--- src/rtl/matrix_key_scanner_pkg.sv ---
// Shared constants and helpers for the 4x4 keypad scanner.
//  ROWS/COLS   keypad geometry
//  NKEYS       number of keys; key bit index = row*COLS + col
//  KEY_*       one-hot key constants (also consumed by the mode controller)
//  is_onehot   exactly one bit set
//  onehot_index  bit position of a one-hot vector
package matrix_key_scanner_pkg;

  localparam int ROWS  = 4;
  localparam int COLS  = 4;
  localparam int NKEYS = ROWS * COLS;

  localparam logic [NKEYS-1:0] KEY_1    = 16'h0001;
  localparam logic [NKEYS-1:0] KEY_2    = 16'h0002;
  localparam logic [NKEYS-1:0] KEY_3    = 16'h0004;
  localparam logic [NKEYS-1:0] KEY_A    = 16'h0008;
  localparam logic [NKEYS-1:0] KEY_4    = 16'h0010;
  localparam logic [NKEYS-1:0] KEY_5    = 16'h0020;
  localparam logic [NKEYS-1:0] KEY_6    = 16'h0040;
  localparam logic [NKEYS-1:0] KEY_B    = 16'h0080;
  localparam logic [NKEYS-1:0] KEY_7    = 16'h0100;
  localparam logic [NKEYS-1:0] KEY_8    = 16'h0200;
  localparam logic [NKEYS-1:0] KEY_9    = 16'h0400;
  localparam logic [NKEYS-1:0] KEY_C    = 16'h0800;
  localparam logic [NKEYS-1:0] KEY_STAR = 16'h1000;
  localparam logic [NKEYS-1:0] KEY_0    = 16'h2000;
  localparam logic [NKEYS-1:0] KEY_HASH = 16'h4000;
  localparam logic [NKEYS-1:0] KEY_D    = 16'h8000;

  function automatic logic is_onehot(input logic [NKEYS-1:0] v);
    return (v != '0) && ((v & (v - NKEYS'(1))) == '0);
  endfunction

  function automatic logic [3:0] onehot_index(input logic [NKEYS-1:0] v);
    logic [3:0] idx;
    idx = '0;
    for (int i = 0; i < NKEYS; i++)
      if (v[i]) idx = 4'(i);
    return idx;
  endfunction

endpackage

--- src/rtl/matrix_key_scanner_sync_2ff.sv ---
// Two-flop synchronizer for asynchronous level inputs.
//  clk    system clock
//  rst_n  async active-low reset; both stages load RST_VAL
//  d      asynchronous input
//  q      synchronized output (2 clk latency)
module matrix_key_scanner_sync_2ff #(
  parameter int               WIDTH   = 4,
  parameter logic [WIDTH-1:0] RST_VAL = '0
) (
  input  logic             clk,
  input  logic             rst_n,
  input  logic [WIDTH-1:0] d,
  output logic [WIDTH-1:0] q
);

  logic [WIDTH-1:0] meta;

  always_ff @(posedge clk or negedge rst_n) begin
    if (!rst_n) begin
      meta <= RST_VAL;
      q    <= RST_VAL;
    end else begin
      meta <= d;
      q    <= meta;
    end
  end

endmodule

--- src/rtl/matrix_key_scanner.sv ---
// 4x4 active-low matrix keypad scanner with frame debounce and single-key press pulses.
//  clk        system clock
//  rst_n      async active-low reset
//  col        keypad columns (pulled up; 0 = closed key in the strobed row)
//  row        keypad rows, exactly one low at a time
//  key_pulse  one-hot, one clk per accepted clean single-key press
//  key_state  debounced level of all 16 keys (1 = held)
//  key_code   index of the last pulsed key, held between presses
//  key_valid  high together with key_pulse
module matrix_key_scanner
  import matrix_key_scanner_pkg::*;
#(
  parameter int ROW_DWELL       = 12000,
  parameter int DEBOUNCE_FRAMES = 20
) (
  input  logic             clk,
  input  logic             rst_n,
  input  logic [COLS-1:0]  col,
  output logic [ROWS-1:0]  row,
  output logic [NKEYS-1:0] key_pulse,
  output logic [NKEYS-1:0] key_state,
  output logic [3:0]       key_code,
  output logic             key_valid
);

  localparam int DW = $clog2(ROW_DWELL);
  localparam int SW = $clog2(DEBOUNCE_FRAMES + 1);

  localparam logic [DW-1:0] DWELL_LAST = DW'(ROW_DWELL - 1);
  localparam logic [SW-1:0] STABLE_MAX = SW'(DEBOUNCE_FRAMES);
  localparam logic [SW-1:0] STABLE_PRE = SW'(DEBOUNCE_FRAMES - 1);

  // ---------------------------------------------------------------------------
  // Column synchronizer. Idle columns read high, so reset the flops high to
  // avoid a phantom "all closed" sample right after reset.
  // ---------------------------------------------------------------------------
  logic [COLS-1:0] col_sync;
  logic [COLS-1:0] closed;

  matrix_key_scanner_sync_2ff #(
    .WIDTH   (COLS),
    .RST_VAL ('1)
  ) u_col_sync (
    .clk   (clk),
    .rst_n (rst_n),
    .d     (col),
    .q     (col_sync)
  );

  assign closed = ~col_sync;

  // ---------------------------------------------------------------------------
  // Row scan. The columns are sampled on the last dwell cycle so the
  // synchronizer has long settled on the current row.
  // ---------------------------------------------------------------------------
  logic [DW-1:0] dwell_cnt;
  logic [1:0]    row_idx;
  logic          dwell_tc;
  logic          frame_done;

  assign dwell_tc   = (dwell_cnt == DWELL_LAST);
  assign frame_done = dwell_tc && (row_idx == 2'd3);
  assign row        = ~(ROWS'(1) << row_idx);

  always_ff @(posedge clk or negedge rst_n) begin
    if (!rst_n) begin
      dwell_cnt <= '0;
      row_idx   <= '0;
    end else if (dwell_tc) begin
      dwell_cnt <= '0;
      row_idx   <= row_idx + 2'd1;
    end else begin
      dwell_cnt <= dwell_cnt + DW'(1);
    end
  end

  // ---------------------------------------------------------------------------
  // Snapshot. `frame` is the snapshot with the current row's slice replaced by
  // the live sample, so on frame_done it already contains the row-3 bits.
  // ---------------------------------------------------------------------------
  logic [NKEYS-1:0] snapshot;
  logic [NKEYS-1:0] frame;

  always_comb begin
    frame = snapshot;
    frame[row_idx*COLS +: COLS] = closed;
  end

  always_ff @(posedge clk or negedge rst_n) begin
    if (!rst_n)        snapshot <= '0;
    else if (dwell_tc) snapshot <= frame;
  end

  // ---------------------------------------------------------------------------
  // Debounce across frames. Accept fires only on the DEBOUNCE_FRAMES-1 ->
  // DEBOUNCE_FRAMES transition, so a held pattern is accepted once.
  // ---------------------------------------------------------------------------
  logic [SW-1:0]    stable_cnt;
  logic [NKEYS-1:0] prev_frame;
  logic             same_frame;
  logic             accept;

  assign same_frame = (frame == prev_frame);
  assign accept     = frame_done && same_frame && (stable_cnt == STABLE_PRE);

  always_ff @(posedge clk or negedge rst_n) begin
    if (!rst_n) begin
      stable_cnt <= '0;
      prev_frame <= '0;
      key_state  <= '0;
    end else if (frame_done) begin
      prev_frame <= frame;
      if (!same_frame)                stable_cnt <= '0;
      else if (stable_cnt != STABLE_MAX) stable_cnt <= stable_cnt + SW'(1);
      if (accept) key_state <= frame;
    end
  end

  // ---------------------------------------------------------------------------
  // Pulse generation, one cycle after accept. A pulse needs the previously
  // accepted state to be idle, which gives ghost rejection, no pulse on
  // release / roll-over, and guaranteed idle gaps between pulses.
  // ---------------------------------------------------------------------------
  logic accept_q;
  logic was_idle;

  always_ff @(posedge clk or negedge rst_n) begin
    if (!rst_n) begin
      accept_q <= 1'b0;
      was_idle <= 1'b0;
    end else begin
      accept_q <= accept;
      if (accept) was_idle <= (key_state == '0);
    end
  end

  always_ff @(posedge clk or negedge rst_n) begin
    if (!rst_n) begin
      key_pulse <= '0;
      key_valid <= 1'b0;
      key_code  <= '0;
    end else if (accept_q && was_idle && is_onehot(key_state)) begin
      key_pulse <= key_state;
      key_valid <= 1'b1;
      key_code  <= onehot_index(key_state);
    end else begin
      key_pulse <= '0;
      key_valid <= 1'b0;
    end
  end

endmodule

--- config.mk ---
export PLATFORM = sky130hd
export DESIGN_NAME = matrix_key_scanner
export DESIGN_NICKNAME = d
export VERILOG_FILES = /design/src/rtl/matrix_key_scanner_pkg.sv /design/src/rtl/matrix_key_scanner_sync_2ff.sv /design/src/rtl/matrix_key_scanner.sv
export SDC_FILE = /design/constraint.sdc
export NUM_CORES = 1
export LEC_CHECK = 0
export CORE_MARGIN = 2
export CORE_UTILIZATION = 68
export DETAILED_ROUTE_END_ITERATION = 10
export DONT_BUFFER_PORTS = 1
export PLACE_DENSITY_LB_ADDON = 0.12
export SLEW_MARGIN = 20
export SYNTH_ARGS = -nofsm -noshare
export SYNTH_HDL_FRONTEND = slang
export SYNTH_SLANG_ARGS = --single-unit
export TNS_END_PERCENT = 20
--- constraint.sdc ---
create_clock -name clk -period 6.94 [get_ports clk]
set_clock_uncertainty 0.1 [all_clocks]
set_input_delay 0.347 -clock clk [delete_from_list [all_inputs] [get_ports clk]]
set_output_delay 0.347 -clock clk [all_outputs]
set_load 0.01 [all_outputs]
=== After elaboration in Yosys (flattened, before gate mapping) ===
Cells that the tools add are included.

* Flip-flop bits (word level): 100
* Bits of input ports: 6
* Output and inout bits: 41
* Logic and storage cells: 62

* Add/sub/neg operators: 5
* Eq/ne operators: 6
* Shifts and indexed selects: 3
* Multiplexer cells: 21
* Bitwise operators: 3
* Reductions and logical operators: 11

{| class="wikitable"
|+ Operators with widths
! kind !! number
|-
| 4-bit 2-to-1 mux || 14
|-
| 4-bit negator with 34-bit output || 1
|-
| 4-bit by 34-bit variable shift with 16-bit output, first input constant || 1
|-
| 4-bit by 34-bit variable part select with 16-bit output || 1
|-
| 16-bit zero test || 2
|-
| 16-bit bitwise AND || 1
|-
| 16-bit bitwise mux || 1
|-
| 16-bit equality test || 1
|-
| 16-bit 2-to-1 mux || 1
|-
| 16-bit nonzero test || 1
|-
| 16-bit by 1-bit subtractor with 16-bit output, second input constant || 1
|-
| 14-bit by 1-bit adder with 14-bit output, second input constant || 1
|-
| 14-bit equality test, second input constant || 1
|-
| 14-bit 2-to-1 mux || 1
|-
| 5-bit 2-to-1 mux || 2
|-
| 4-bit NOT || 2
|-
| 1-bit logical AND || 6
|-
| 5-bit by 1-bit adder with 5-bit output, second input constant || 1
|-
| 5-bit equality test, second input constant || 1
|-
| 5-bit inequality test, second input constant || 1
|-
| 2-bit AND reduction || 2
|-
| 1-bit by 2-bit << shifter with 4-bit output, first input constant || 1
|-
| 2-bit by 1-bit adder with 2-bit output, second input constant || 1
|-
| 2-bit equality test, second input constant || 1
|-
| other kinds (2) || 3
|}

=== Logic depth before layout (Yosys ltp) ===
* Word-level depth: 15
* Gate-level depth with buffers: 12

=== Hierarchy ===
Synthesis repeated with hierarchy kept, for this count alone.

* Cells, all modules: 426
* Area, all modules: 4593.2 um^2

{| class="wikitable"
|+ By module, submodules not included
! module !! instances !! cells an instance !! area an instance (um^2)
|-
| matrix_key_scanner || 1 || 418 || 4383.0
|-
| matrix_key_scanner_sync_2ff || 1 || 8 || 210.2
|}

=== Worst setup path before layout ===
No wires, ideal clock.

* Path kind: register to register
* From: reg row_idx[0]
* To: reg key_state[14]
* Library setup time: 0.125 ns
* Arrival time: 3.036 ns
* Path slack: 3.679 ns
* Cell stages (with the launch flop): 12
* Buffers on the path: 3
* Period minus slack after synthesis: 3.261 ns
* Cell sequence: dfrtp_1 buf_2 inv_1 ha_1 and2b_1 clkbuf_1 a221oi_1 o32ai_1 nor4_4 nand4_4 buf_6 mux2_4

* Longest elaborated chain between the ends: 7
* Elaborated cells between the ends (all ways): 10
* Those cells by class: add/sub: 1; eq/ne: 2; shift: 2; mux: 1; reduce/logical: 4

{| class="wikitable"
|+ Ends and longest elaborated chain
! element !! line !! text
|-
| start: declaration || matrix_key_scanner.sv:57 || <nowiki>logic [1:0] row_idx;</nowiki>
|-
| start signal: assignment || matrix_key_scanner.sv:71 || <nowiki>row_idx <= row_idx + 2'd1;</nowiki>
|-
| 4-bit negator with 34-bit output || matrix_key_scanner.sv:86 || <nowiki>frame[row_idx*COLS +: COLS] = closed;</nowiki>
|-
| 4-bit by 34-bit variable part select with 16-bit output / 4-bit by 34-bit variable shift with 16-bit output (equally long branches) || matrix_key_scanner.sv:86 ||
|-
| 16-bit bitwise mux || matrix_key_scanner.sv:86 ||
|-
| 16-bit equality test || matrix_key_scanner.sv:103 || <nowiki>assign same_frame = (frame == prev_frame);</nowiki>
|-
| 1-bit logical AND (2 in series) || matrix_key_scanner.sv:104 || <nowiki>assign accept = frame_done && same_frame && (stable_cnt == STABLE_PRE);</nowiki>
|-
| 2-bit AND reduction (no line) || n/a ||
|-
| end signal: assignment || matrix_key_scanner.sv:115 || <nowiki>if (accept) key_state <= frame;</nowiki>
|-
| end: declaration || matrix_key_scanner.sv:21 || <nowiki>output logic [NKEYS-1:0] key_state,</nowiki>
|}

Parallel ways exist; a longest one is shown, timed or not.
A chain may end at the register's enable or synchronous reset.

=== Worst setup path in the final report ===
* From: reg row_idx[0]
* To: reg key_state[15]

Same word-level chain as after synthesis.

==> summary.md <==
- **status** completed
- **final hold violation count** 0
- **largest net degree at the start of global routing** 101
- **final cycle utilization of the critical path** 55.4%
- **Post-Layout Inst Area** 5360 µm²
- **Crit path largest cell delay** 710 ps
- **Critical Path, Cell by Cell** inv_1 > ha_1 > or3_1 > o22ai_1 > o22ai_1 > nor4_4 > nand4_4 > mux2_2
- **max layer used** met4
- **count of flip-flops with a built-in enable after synthesis** 0
- **Data arrival, critical path** 4000 ps
- **Top cell by count, worst path** o22ai_1
- **Worst-Skew Late Latency** 360 ps
- **netlist area before placement** 5020 µm²
- **row count** 31
- **Clock Root Buffer** clkbuf_8
- **number of antenna violations at the first check in global routing** 0
- **top-area cell type share of the netlist area** 45.9%
- **met3 layer wire length in the routed design** 524 µm
- **IO Count** 47
- **final cell utilization of the core** 74.2%
- **Fillers** 491
- **CTS buffer count** 9
- **global placement routability congestion** 0.919
- **worst vdd rail ir drop** 167 µV
- **most common library cell in the layout ignoring fill and taps** dfrtp_1
- **Longest Clk Path Bufs** 2
- **WL met1** 4620 µm
- **Buffers on Ports** 0
- **CP Launch Type** register
- **starting density of the core** 69.6%
- **DRT antenna net count** 0
- **die height** 89.9 µm
- **total number of vias** 3588
- **path type of the worst setup path** register to register
- **area of combinational cells with multiple inputs** 2280 µm²
- **number of pins exceeding their max-slew limit in the final report** 0
- **Required @ worst endpoint** 7090 ps
- **all-layer global routing usage** 26.7%
- **# H-tree levels** 3
- **vias per inst** 6.14
- **floorplan die area** 8080 µm²
- **fraction of layout instances using a drive strength above 1** 11.1%
- **Max Fanout on Critical Path** 18
- **final sum of negative setup slack** 0 ps
- **register clock-pin slew on the reported worst setup and hold paths** 90 ps
- **synthesized netlist cell count** 489
- **Yosys top cell by area** dfrtp_1
- **CTS Hold Buffers Added** 6
- **post-CTS resize count** 0
- **number of optimization iterations in the first detailed-route pass** 5
- **Synth async-reset ratio** 100%
- **first-pass GRT wire length** 17400 µm
- **clock tree from TritonCTS** built
- **crit path capture type** register
- **worst hold path type** register to register
- **relative slew slack** 32.2%
- **maximum clock rate** 260 MHz
- **commonest register cell after synthesis** dfrtp_1
- **total of endpoints with negative setup slack in the final report** 0
- **part of the Yosys area used for sequential elements** 50.1%
- **area of all sequential standard cells** 2510 µm²
- **overflow left after global routing** 0
- **Post-Syn Nets** 503
- **unrepaired setup endpoints after global routing** no
- **area delta synth->final** 6.71%
- **Syn. warnings** 0
- **placed cell area** 5030 µm²
- **number of library cell types mapped by synthesis** 60
- **cell leakage power** 0.00242 µW
- **met2 WL** 4760 µm
- **crit path max-delay cell type** dfrtp_1
- **Max-cap violations** 0
- **detailed-route wire length** 10200 µm
- **Post-DP HPWL** 6800 µm
- **transition time at the pin with the least slew margin** 1020 ps
- **Core Box Area** 7210 µm²
- **TritonCTS Sinks** 100
- **via count of the first global-routing pass** 3533
- **cell types with the largest area share after synthesis** dfrtp_1, dfstp_2, mux2_2
- **net total in the final layout** 494
- **Power Density** 197 nW/µm²
- **DRC marker count from the first detailed-route iteration** 264
- **leading cell types in the layout, fill and taps excluded** dfrtp_1, nand2_1, nor2_1
- **Post CTS Setup Buffer Count** 0
- **routed length per instance** 17.4 µm
- **width of the chip** 89.9 µm
- **Final min period** 3850 ps
- **n_diodes** 0
- **#FFs+latches synth** 100
- **DRC errors left** 0
- **average footprint of a synthesized cell** 10.3 µm²
[worst paths after layout]
check                                        startpoint  slack, ps  cells past startpoint                           end
setup / recovery                 row_idx[0]$_DFFE_PN0N_       3090                      8     key_state[15]$_DFFE_PN0P_
hold / removal             u_col_sync.meta[2]$_DFF_PN1_        260                      0     u_col_sync.q[2]$_DFF_PN1_
setup reg to reg                 row_idx[0]$_DFFE_PN0N_       3090                      8     key_state[15]$_DFFE_PN0P_
hold reg to reg            u_col_sync.meta[2]$_DFF_PN1_        260                      0     u_col_sync.q[2]$_DFF_PN1_
max in group asynchronous                         rst_n       5870                      2  u_col_sync.meta[2]$_DFF_PN1_
min in group asynchronous                         rst_n        480                      2        key_pulse[2]$_DFF_PN0_
[Yosys cell counts, types with 3 or more instances]
| library cell | n |
|---|---|
| a31oi_1 | 7 |
| nand4b_1 | 8 |
| o311a_1 | 4 |
| a22o_1 | 9 |
| and2_1 | 23 |
| xnor2_1 | 4 |
| and3_1 | 10 |
| mux2_2 | 15 |
| buf_2 | 8 |
| inv_1 | 28 |
| o22ai_1 | 9 |
| nor3_1 | 13 |
| ha_1 | 8 |
| mux2i_1 | 9 |
| o21ai_0 | 26 |
| xor2_1 | 8 |
| nor2b_1 | 9 |
| nor4_1 | 4 |
| nand3_1 | 12 |
| nand2b_1 | 8 |
| clkbuf_1 | 15 |
| or4b_1 | 3 |
| a221oi_1 | 4 |
| or3_1 | 6 |
| dfstp_2 | 8 |
| a21oi_1 | 12 |
| o21bai_1 | 3 |
| o32ai_1 | 3 |
| nor2_1 | 33 |
| dfrtp_1 | 92 |
| a32o_1 | 4 |
| nand2_1 | 41 |
| nor4b_1 | 5 |
[logic make-up after synthesis]
kind of cell    after synthesis  share of synthesized area (%)
fa+ha+maj                    10                           2.39
mux                          25                           5.46
flops                       100                           50.1
buf+inv                      55                           4.69
compound gates               98                           13.7
xor+xnor                     12                           2.09
simple gates                189                           21.6
[registers in the layout, summed over array words and instances, names as in the netlist, 4 cells and up]
| name | cells |
|---|---|
| key_state | 16 |
| snapshot | 16 |
| u_col_sync.meta | 4 |
| prev_frame | 16 |
| key_pulse | 16 |
| u_col_sync.q | 4 |
| stable_cnt | 5 |
| key_code | 4 |
| dwell_cnt | 14 |
[layout make-up]
cell class	count	area share, %
clock buffer	10	2.57
clock inverter	6	2.03
inverter	28	1.96
multi-input combinational	334	42.6
sequential	100	46.9
tap	99	2.31
timing repair buffer	7	1.59
[power by group]
| part | internal (µW) | switching, µW | leakage (µW) |
|---|---|---|---|
| sequential | 587 | 4.13 | 0.00136 |
| clock | 249 | 196 | 0.000127 |
| combinational | 5.76 | 14.4 | 0.000934 |
[critical path, delay by kind of cell, from the launching register on]
kind / cells / cell delay [ps]
buffers and inverters: 1 / 220
AOI/OAI and AO/OA: 2 / 340
adders and majority gates: 1 / 440
muxes: 1 / 420
and+or+nand+nor: 3 / 1490
DFF: 1 / 710
[per-layer routing]
metal | vias to the layer above | global-route usage, %
li1 | 1721 | -
met1 | 1728 | 36.9
met3 | 21 | 4.02
met5 | - | 0
met4 | 0 | 11.0
met2 | 118 | 42.8
[through the flow]
stage	instances	worst slack [ps]	hold WS [ps]	power (µW)
final	584	3090	259	1060
after global routing	584	2810	264	1090
after CTS	584	3150	262	1060
after detailed placement	562	3160	-46.7	608
after global placement	562	3300	-46.8	607
after floorplan	489	3680	-48.6	605
(Power assumes the default switching activity.)
